File: config.mk
export PLATFORM = sky130hd
export DESIGN_NAME = alu_word_reader
export DESIGN_NICKNAME = d
export VERILOG_FILES = /design/src/rtl/alu_pkg.sv /design/src/rtl/word_fifo.sv /design/src/rtl/alu_word_reader.sv
export SDC_FILE = /design/constraint.sdc
export NUM_CORES = 1
export LEC_CHECK = 0
export ABC_CLOCK_PERIOD_IN_PS = 3100
export CAP_MARGIN = 20
export CORE_ASPECT_RATIO = 1.5
export CORE_MARGIN = 3
export CORE_UTILIZATION = 55
export CTS_CLUSTER_DIAMETER = 80
export DETAILED_ROUTE_END_ITERATION = 6
export PLACE_DENSITY = 0.88
export RECOVER_POWER = 100
export SYNTH_ARGS = -nofsm -noshare
export SYNTH_HDL_FRONTEND = slang
export SYNTH_SLANG_ARGS = --single-unit
File: constraint.sdc
create_clock -name clk -period 3.1 [get_ports clk]
set_input_delay 0.31 -clock clk [delete_from_list [all_inputs] [get_ports clk]]
set_output_delay 0.31 -clock clk [all_outputs]
set_load 0.005 [all_outputs]
File: src/rtl/alu_pkg.sv
// Shared definitions for the ALU result word reader:
// word layout, flag positions and condition codes.
package alu_pkg;

    localparam int ALU_WIDTH = 32;

    // Flag positions relative to WIDTH: overflow sits at the MSB.
    localparam int OVF_OFS   = 2;
    localparam int ZERO_OFS  = 1;
    localparam int CARRY_OFS = 0;

    localparam logic [2:0] COND_ALWAYS = 3'b000;
    localparam logic [2:0] COND_Z      = 3'b001;
    localparam logic [2:0] COND_NZ     = 3'b010;
    localparam logic [2:0] COND_C      = 3'b011;
    localparam logic [2:0] COND_NC     = 3'b100;
    localparam logic [2:0] COND_V      = 3'b101;
    localparam logic [2:0] COND_NV     = 3'b110;
    localparam logic [2:0] COND_NEVER  = 3'b111;

    function automatic logic cond_eval(
        input logic [2:0] sel,
        input logic       z,
        input logic       c,
        input logic       v
    );
        logic r;
        r = 1'b0;
        unique case (sel)
            COND_ALWAYS: r = 1'b1;
            COND_Z:      r = z;
            COND_NZ:     r = ~z;
            COND_C:      r = c;
            COND_NC:     r = ~c;
            COND_V:      r = v;
            COND_NV:     r = ~v;
            COND_NEVER:  r = 1'b0;
            default:     r = 1'b0;
        endcase
        return r;
    endfunction

endpackage

File: src/rtl/word_fifo.sv
// Small valid/ready FIFO holding packed ALU result words.
// Registered storage only; no bypass from input to output.
module word_fifo #(
    parameter int W     = 35,
    parameter int DEPTH = 4
) (
    input  logic         clk,
    input  logic         rst,
    input  logic [W-1:0] in_word,
    input  logic         in_valid,
    output logic         in_ready,
    output logic [W-1:0] out_word,
    output logic         out_valid,
    input  logic         out_ready
);

    localparam int AW = $clog2(DEPTH);
    localparam logic [AW:0] FULL = (AW+1)'(DEPTH);

    logic [W-1:0]  mem [DEPTH];
    logic [AW-1:0] wptr;
    logic [AW-1:0] rptr;
    logic [AW:0]   count;
    logic          push;
    logic          pop;

    // Ready is held low during reset so nothing is accepted then.
    assign in_ready  = ~rst & (count < FULL);
    assign out_valid = (count != '0);
    assign push      = in_valid & in_ready;
    assign pop       = out_valid & out_ready;
    assign out_word  = mem[rptr];

    always_ff @(posedge clk) begin
        if (push) begin
            mem[wptr] <= in_word;
        end
    end

    always_ff @(posedge clk or posedge rst) begin
        if (rst) begin
            wptr  <= '0;
            rptr  <= '0;
            count <= '0;
        end else begin
            if (push) begin
                wptr <= wptr + 1'b1;
            end
            if (pop) begin
                rptr <= rptr + 1'b1;
            end
            unique case ({push, pop})
                2'b10:   count <= count + 1'b1;
                2'b01:   count <= count - 1'b1;
                default: count <= count;
            endcase
        end
    end

endmodule

File: src/rtl/alu_word_reader.sv
// Buffers packed ALU result words, unpacks the head entry,
// decodes a condition on it and keeps sticky consume statistics.
module alu_word_reader
    import alu_pkg::*;
#(
    parameter int WIDTH = ALU_WIDTH,
    parameter int DEPTH = 4
) (
    input  logic             clk,
    input  logic             rst,
    input  logic [WIDTH+2:0] in_word,
    input  logic             in_valid,
    output logic             in_ready,
    output logic [WIDTH-1:0] out_data,
    output logic             out_overflow,
    output logic             out_zero,
    output logic             out_carry,
    input  logic [2:0]       cond_sel,
    output logic             out_cond,
    output logic             out_valid,
    input  logic             out_ready,
    output logic [7:0]       ovf_count,
    output logic             err_zero,
    input  logic             sticky_clr
);

    logic [WIDTH+2:0] head;
    logic             head_valid;
    logic             pop;
    logic             h_ovf;
    logic             h_zero;
    logic             h_carry;
    logic [WIDTH-1:0] h_data;

    word_fifo #(
        .W     (WIDTH + 3),
        .DEPTH (DEPTH)
    ) u_fifo (
        .clk       (clk),
        .rst       (rst),
        .in_word   (in_word),
        .in_valid  (in_valid),
        .in_ready  (in_ready),
        .out_word  (head),
        .out_valid (head_valid),
        .out_ready (out_ready)
    );

    assign h_ovf   = head[WIDTH + OVF_OFS];
    assign h_zero  = head[WIDTH + ZERO_OFS];
    assign h_carry = head[WIDTH + CARRY_OFS];
    assign h_data  = head[WIDTH-1:0];
    assign pop     = head_valid & out_ready;

    // Everything presented downstream is forced to 0 without a valid head.
    assign out_valid    = head_valid;
    assign out_data     = head_valid ? h_data : '0;
    assign out_overflow = head_valid & h_ovf;
    assign out_zero     = head_valid & h_zero;
    assign out_carry    = head_valid & h_carry;
    assign out_cond     = head_valid & cond_eval(cond_sel, h_zero, h_carry, h_ovf);

    always_ff @(posedge clk or posedge rst) begin
        if (rst) begin
            ovf_count <= '0;
            err_zero  <= 1'b0;
        end else if (sticky_clr) begin
            ovf_count <= '0;
            err_zero  <= 1'b0;
        end else if (pop) begin
            if (h_ovf && ovf_count != 8'hFF) begin
                ovf_count <= ovf_count + 8'd1;
            end
            if (h_zero != (h_data == '0)) begin
                err_zero <= 1'b1;
            end
        end
    end

endmodule

Yosys cells after proc, flatten, opt, wreduce, memory -nomap -nowiden
Memory sizes are Yosys's and may differ from the RTL's.
Cells that the tools add are included.
{"block": "totals", "ram_bits": 140, "input_bits": 43, "memories": 1, "word_cells": 55, "ff_bits": 16, "output_inout_bits": 47}
{"name": "u_fifo.mem", "depth": 4, "width": 35, "read_ports": 1, "rd_clocked_by_memory_dff": 0, "write_ports": 1, "line_no": "word_fifo.sv:20", "text": "logic [W-1:0] mem [DEPTH];"}
{"block": "op_classes", "bitwise": 11, "magnitude_cmp": 1, "muxes": 11, "add_sub_neg": 5, "n_eq_ne": 11, "n_reduce_logical": 10}
{"operator": "$logic_not A32 Y1", "n": 1}
{"operator": "$mux W32", "n": 1}
{"operator": "$mux W8", "n": 3}
{"operator": "$eq A3 B3 Y1 const B", "n": 4}
{"operator": "$add A8 B1 Y8 const B", "n": 1}
{"operator": "$ne A8 B8 Y1 const B", "n": 1}
{"operator": "$pmux W1 S8", "n": 1}
{"operator": "$reduce_bool A2 Y1", "n": 4}
{"operator": "$and A1 B1 Y1", "n": 7}
{"operator": "$eq A3 B2 Y1 const B", "n": 2}
{"operator": "$pmux W3 S2", "n": 1}
{"operator": "$mux W1", "n": 5}
{"operator": "$add A2 B1 Y2 const B", "n": 2}
{"operator": "$not A1 Y1", "n": 4}
{"operator": "$reduce_and A2 Y1", "n": 2}
{"operator": "$add A3 B1 Y3 const B", "n": 1}
{"operator": "$eq A3 B1 Y1 const B", "n": 1}
{"operator": "$logic_not A3 Y1", "n": 1}
{"operator": "$lt A3 B3 Y1 const B", "n": 1}
{"operator": "$reduce_bool A3 Y1", "n": 1}
{"operator": "$sub A3 B1 Y3 const B", "n": 1}
{"operator": "$eq A2 B1 Y1 const B", "n": 1}
{"operator": "$eq A2 B2 Y1 const B", "n": 1}
{"operator": "$logic_and A1 B1 Y1", "n": 1}
{"operator": "$ne A1 B1 Y1", "n": 1}

Longest topological paths before layout
An unclocked memory read counts as a cell.
{"block": "logic_depth", "word_depth": 6, "depth_mapped": 9, "depth_no_buf": 9}

Hierarchy
Synthesis repeated with hierarchy kept, for this count alone.
{"block": "unflattened", "hier_cells": 331, "hier_area_um2": 6373.6}
{"mod": "word_fifo", "area_per_inst_um2": 5525.3, "cells_per_inst": 221, "instances": 1, "seq_area_each_um2": 4379.2}
{"mod": "alu_word_reader", "area_per_inst_um2": 848.3, "cells_per_inst": 110, "instances": 1, "seq_area_each_um2": 225.2}

Least setup slack after synthesis
Ideal clock, no wire load.
{"block": "synth_timing", "path_kind": "reg2reg", "startpoint": "register u_fifo.rptr[1]", "endpoint": "register err_zero", "slack_ps": 1021, "required_time_ps": 2963, "stages_incl_launch_ff": 8, "period_less_slack_ps": 2079, "setup_ps": 137, "n_path_buf": 2, "arrival_ps": 1942, "path_cell_list": "dfrtp_1 -> clkbuf_1 -> clkbuf_1 -> mux4_2 -> nor4_1 -> nand4_1 -> o211ai_1 -> o311ai_1"}
{"block": "synth_between", "elab_chain_len": 5}
{"element": "from (decl)", "line_no": "word_fifo.sv:22", "text": "logic [AW-1:0] rptr;"}
{"element": "from (signal assigned)", "line_no": "word_fifo.sv:50", "text": "rptr <= rptr + 1'b1;"}
{"element": "$mem_v2 Z4 W35 *"}
{"element": "$logic_not A32 Y1", "line_no": "alu_word_reader.sv:74", "text": "if (h_zero != (h_data == '0)) begin"}
{"element": "$ne A1 B1 Y1 *", "line_no": "alu_word_reader.sv:74"}
{"element": "$reduce_bool A2 Y1 (no line) *"}
{"element": "$reduce_and A2 Y1 (no line) *"}
{"element": "to (signal assigned)", "line_no": "alu_word_reader.sv:66", "text": "err_zero <= 1'b0;"}
{"element": "to (signal assigned)", "line_no": "alu_word_reader.sv:69", "text": "err_zero <= 1'b0;"}
{"element": "to (signal assigned)", "line_no": "alu_word_reader.sv:75", "text": "err_zero <= 1'b1;"}
{"element": "to (decl)", "line_no": "alu_word_reader.sv:23", "text": "output logic err_zero,"}
Mark *: on every way between the ends. The rest lies on a longest branch, timed or not.
A chain may end at the register's enable or synchronous reset.

Worst setup path after layout
{"block": "layout_timing", "startpoint": "register u_fifo.rptr[0]", "endpoint": "output port out_cond"}
{"block": "layout_between", "elab_chain_len": 4, "word_cells_on_any_way": 6, "classes_between": "mux: 1; bitwise: 4; memory: 1"}
{"element": "$mem_v2 Z4 W35 *"}
{"element": "$not A1 Y1, on equally long branches", "line_no": "alu_pkg.sv:36, alu_pkg.sv:32, alu_pkg.sv:34"}
{"element": "$pmux W1 S8 *", "line_no": "alu_pkg.sv:29", "text": "unique case (sel)"}
{"element": "$and A1 B1 Y1 *", "line_no": "alu_word_reader.sv:61", "text": "assign out_cond = head_valid & cond_eval(cond_sel, h_zero, h_carry, h_ovf);"}
{"element": "to (decl)", "line_no": "alu_word_reader.sv:19", "text": "output logic out_cond,"}
Marks and branches as above.

==> impl_metrics.yaml <==
logic_synthesis:
  syn_inst: 330
  yosysTopAreaCellShare_pct: 66.81
  ys_warn_count: 0
  ys_seq_area_share_pct: 73.18
  synth_nets: 380
  netlist_area_um2: 6292
  yosysTopAreaCell: "edfxtp_1"
  synth_area_leaders: "edfxtp_1 (67%), mux4_2 (11%), dfrtp_1 (6.4%)"
  ys_ff_latch: 156
  synth_cell_types: 31
  synth_area_per_cell_um2: 19.07
route:
  ant_nets: 0
  drtPass1Iterations: 4
  drt_wl_total_mm: 13.16
  drtIter0Drc: 201
  route.detailed.drc: 0
  vias_per_cell: 5.739
  wl_per_cell_um: 22.18
  routed-via-count: 3403
die:
  dieArea_um2: 12790
  start_util_pct: 56.61
  die_h_um: 137
  die_w_um: 93.33
  core_um2: 11110
  fp-row-count: 47
  io_pins: 90
worst_setup_path:
  crit_type: "flop to primary output"
  worst_path_largest_cell_delay_ps: 660
  crit_fanout: 5
  crit_top_cell: "a21oi_1"
  worstPathCellList: "mux4_1 > and2_1 > a21oi_1 > o211ai_1 > a21oi_1 > dlygate4sd3_1"
  worstPathArrival_ps: 2630
  cp-start-kind: "flop"
  endpoint_kind: "primary output"
  cp.required_ps: 2790
  cp_slowest_cell: "mux4_1"
place:
  globalplace.congestion: 0.7600
  dp_cells: 560
  portBuffers: 89
  hpwl_mm: 8.041
  preCtsSetupSlack_ps: 570.5
timing:
  period_needed_ps: 2940
  skew_ps: 5.347
  worstMarginPinSlew_ps: 1095
  max_slew_margin_pct: 27.01
  slew_viol_final: 0
  period_share_pct: 94.83
  tns_ps: 0
  setup_viol_count_final: 0
  rsz0062_at_grt: "no"
  hold_violations: 0
  max_freq_mhz: 340.2
  finalWorstSetupSlack_ps: 160.2
outcome:
  status: "complete, no violations"
grt:
  grt_pass1_vias: 3676
  overflow: 0
  track_usage_pct: 22.07
  antenna_found_initial: 1
  grt_first_pass_wirelength_mm: 20.33
  grt_max_degree: 36
cells_and_area:
  drive_gt1_share_pct: 16.18
  area_growth_pct: 26.05
  post-route-util_pct: 71.36
  layout_common_cells: "edfxtp_1 (140), dlygate4sd3_1 (63), and2_1 (34)"
  final_common_cell: "edfxtp_1"
  fin_cells: 593
  fillers: 644
  seq_area_um2: 4606
  multi_input_area_um2: 1562
  nNetsFinal: 482
clock_tree:
  clk-insertion-delay-late_ps: 410
  ctsLongestPathBuffers: 2
  ctsHoldBuffers: 0
  htreeDepth: 4
  path_clk_slew_ps: 60
  cts_root_buf: "clkbuf_16"
  cts-buffers-inserted: 17
  cts_num_sinks: 156
  post_cts_buffers: 0
  cts_tree: "yes"
  ctsResizeCount: 0
pwr:
  p_leak_uw: 0.002724
  power.density_nw_per_um2: 874.8
  max-vdd-ir-drop_mv: 0.5222
worst_hold_path:
  hold_class: "input port to asynchronous set/reset pin"
flow_run:
  max-cap-violations: 0
[state kept, by name, indices dropped and copies added, names as in the netlist]
name,cells
ovf_count,8
u_fifo.rptr,2
u_fifo.wptr,2
u_fifo.count,3
u_fifo.mem,140
err_zero,1
[critical path: cells and delay by family (launching register included)]
kind	cells	cell delay [ps]
AO/OA/AOI/OAI	3	360
buffers and inverters	1	580
flip-flops	1	420
multiplexers	1	660
AND/OR/NAND/NOR	1	200
[cells in the mapped netlist (all sizes together)]
| library cell | count |
|---|---|
| a21oi | 4 |
| nand4 | 3 |
| o21ai | 4 |
| nand2b | 1 |
| mux4 | 35 |
| o211ai | 2 |
| o2bb2ai | 1 |
| nor3 | 5 |
| ha | 6 |
| o2111ai | 1 |
| xnor2 | 8 |
| inv | 11 |
| or3 | 4 |
| buf | 4 |
| xor2 | 3 |
| nand2 | 7 |
| nor2 | 10 |
| nand3 | 3 |
| and2 | 37 |
| clkbuf | 9 |
| o311ai | 1 |
| nor4 | 8 |
| fa | 1 |
| mux2i | 2 |
| edfxtp | 140 |
| and3 | 4 |
| dfrtp | 16 |
[kinds of logic after synthesis]
logic type	share of synthesized area, %
mux	13.08
compound gates	1.392
fa+ha+maj	1.511
buf+inv	1.988
flops	73.18
simple gates	7.318
xor+xnor	1.531
[path summary, 6_finish.rpt]
check	start	endpoint	slack (ps)	cells past startpoint
max reg2reg	u_fifo.rptr[0]	err_zero	450	6
min in group clk	u_fifo.count[2]	u_fifo.count[2]	500	1
max	u_fifo.rptr[0]	out_cond	160	6
min	rst	u_fifo.wptr[0]	460	2
max in group asynchronous	rst	u_fifo.rptr[0]	2210	2
min reg2reg	u_fifo.count[2]	u_fifo.count[2]	500	1
[power breakdown]
group | internal [µW] | switching [µW] | leakage, µW
clock | 1270 | 789 | 0.000286
sequential | 2510 | 97.8 | 0.00147
combinational | 1250 | 1030 | 0.000968
total | 5020 | 1920 | 0.00272
[layer usage]
| layer | track usage (%) | share of wire (%) |
|---|---|---|
| met1 | 26.00 | 37 |
| met2 | 38.80 | 56 |
| met3 | 5.666 | 3.9 |
| met4 | 8.313 | 2.7 |
| met5 | 0 | 0 |
[through the flow]
stage	total power [µW]	hold slack (ps)	area, µm²
after detailed placement	5006	490.0	7355
after CTS	7086	342.2	7954
after global placement	4926	475.3	7355
after floorplan	3930	223.7	6292
final	6939	458.4	7931
after global routing	7246	509.1	7931
[cell type report]
type,instances,share of cell area (%)
Clock buffer,18,5.411
Sequential cell,156,58.07
Timing Repair Buffer,96,11.82
Antenna cell,1,0.03155
Clock inverter,14,2.145
Inverter,11,0.5206
Multi-Input combinational cell,150,19.69
Tap cell,147,2.319
Note: power is estimated with default switching activity, not from simulation.
==> RTL edit, RTL diff (same flow settings) <==
Put one more register stage on the output `ovf_count`. The value now appears one clock later. The other outputs are not delayed to match.
--- a/src/rtl/alu_word_reader.sv
+++ b/src/rtl/alu_word_reader.sv
@@ -25,2 +25,4 @@
 );
+
+    logic [7:0] ovf_count_s0;
 
@@ -64,10 +66,10 @@
         if (rst) begin
-            ovf_count <= '0;
+            ovf_count_s0 <= '0;
             err_zero  <= 1'b0;
         end else if (sticky_clr) begin
-            ovf_count <= '0;
+            ovf_count_s0 <= '0;
             err_zero  <= 1'b0;
         end else if (pop) begin
-            if (h_ovf && ovf_count != 8'hFF) begin
-                ovf_count <= ovf_count + 8'd1;
+            if (h_ovf && ovf_count_s0 != 8'hFF) begin
+                ovf_count_s0 <= ovf_count_s0 + 8'd1;
             end
@@ -79,2 +81,6 @@
 
+    always_ff @(posedge clk) begin
+        ovf_count <= ovf_count_s0;
+    end
+
 endmodule
Behaviour: not the same (Yosys sat finds a counterexample within 4 cycles, from zero or initial values and one cycle with rst high).
==> RTL edit against the original RTL <==
Setup slack better by 0.031 ns; largest cell class unchanged; synthesized area up 2.8%; cell area up 2.0%; sequential cell count up 8; critical path depth down 1; synthesized cell count up 1.5%; routed wire length up 1.8%; critical endpoint is now out_data[8]; non-clock buffer count up 5; sequential share of layout area up 0.85 points; power up 0.52%; sequential power up 5%; clock power down 5%; largest power group unchanged; utilization up 0.66 points.
==> RTL edit: results (changes against the original RTL) <==
status: "completed"
worst_pin_slew_ns: 1.274  # +0.1787 ns
power_frac_seq_pct: 38.9  # +1.4 points
ys_top_cells_by_area: "edfxtp_1 65%, mux4_2 11%, dfrtp_1 6.2%"
powerSeq_uw: 2720  # +5%
wl_met2_um: 7194  # -2.5%
dpl_cell_area_um2: 7581  # +3.1%
hold_ws_ns: 0.4164  # -0.04202 ns
fill_cells: 650  # +0.93%
drtIter0Drc: 280  # +39%
crit_arrival_ns: 2.60  # -0.03 ns
pre_cts_slack_ns: 0.3850  # -0.1855 ns
drt-met1-wl_um: 5129  # +4.5%
met3_length_um: 746  # +45%
finClkSkew_ns: 0.008815  # +0.003467 ns
postSynthAreaPerCell_um2: 19.30  # +1.2%
ff2ff_setup_slack_ns: 0.21  # -0.24 ns
internal-power_uw: 5051  # +0.55%
nets: 491  # +1.9%
crit_slowest_cell: "dlygate4sd3_1"
grt_pass1_vias: 3771  # +2.6%
p_comb_share_pct: 33.2  # +0.4 points
via_per_inst: 5.766  # +0.48%
power.leakage_uw: 0.002815  # +3.4%
synth_commonest_cells: "140 x edfxtp_1, 37 x and2_1, 31 x mux4_2"
syn-num-nets: 385  # +1.3%
place_inst: 567  # +1.3%
via_count: 3477  # +2.2%
synth.lib_cells_used.distinct: 35  # +13%
ys_seq_area_share_pct: 73.68  # +0.51 points
worstPathMaxFanout: 31  # +26
htreeDepth: 4  # unchanged
reg2regPathDepth: 7  # +1
max-vdd-ir-drop_mv: 0.5336  # +2.2%
slowest_delay_ns: 0.58  # -0.08 ns
hpwl_um: 8681  # +8.0%
synth_async_sr_flop_share_pct: 9.756  # -0.50 points
wl_per_cell_um: 22.21  # +0.14%
grt_pass1_wl_um: 20830  # +2.5%
hp-class: "reg2reg"
crit_family: "buffers and inverters"
gp_congestion: 0.7655  # +0.72%
RTL edit: cell types whose count changed in the layout (fill, tap and decap cells not counted), moves of 4 or more:
cell             change
and2_1               -4
dfxtp_1              +8
clkinv_1             +5
nor3_1               -4
and2_0               +4
xnor2_1              -4
clkdlybuf4s50_1      -4
xor2_1               +6
clkinv_4             -4
dlygate4sd3_1        +4
and3_1               +5
RTL edit: cells by family (layout without fill, tap and decap cells):
family	Yosys count	after routing	share of synthesized area (%)
xor gates and xnor gates	13	13	1.761
AOI/OAI and AO/OA	12	12	1.316
and+or+nand+nor	79	79	7.101
DFF	164	164	73.68
muxes	37	37	12.73
adders and majority gates	7	7	1.471
other	0	2	0
buffers and inverters	23	142	1.935
RTL edit: layer usage:
layer / vias to the layer above / GRT usage, %
li1: 1533 / -
met1: 1757 / 26.88
met2: 161 / 37.01
met3: 26 / 6.298
met4: 0 / 7.224
met5: - / 0
RTL edit: how the worst max path moves through the flow:
stage,from,to,slack [ns],cells past startpoint
global placement,u_fifo.rptr[0]$_DFFE_PP0P_,err_zero$_DFFE_PP0P_,0.61,6
finish,u_fifo.rptr[0]$_DFFE_PP0P_,out_data[8],0.19,5
detailed placement,u_fifo.rptr[0]$_DFFE_PP0P_,err_zero$_DFFE_PP0P_,0.38,6
CTS,u_fifo.rptr[0]$_DFFE_PP0P_,out_cond,0.08,6
floorplan,u_fifo.rptr[1]$_DFFE_PP0P_,err_zero$_DFFE_PP0P_,1.02,7
global route,u_fifo.rptr[0]$_DFFE_PP0P_,out_data[30],0.08,5
RTL edit: layout make-up:
class                   count  area share, %
diodes                      2        0.06187
clock buffers              18          5.305
multi-input cells         148          19.50
well taps                 147          2.274
repair buffers            101          12.05
clock inverters            14          1.469
flip-flops and latches    164          58.92
inverters                   9         0.4176
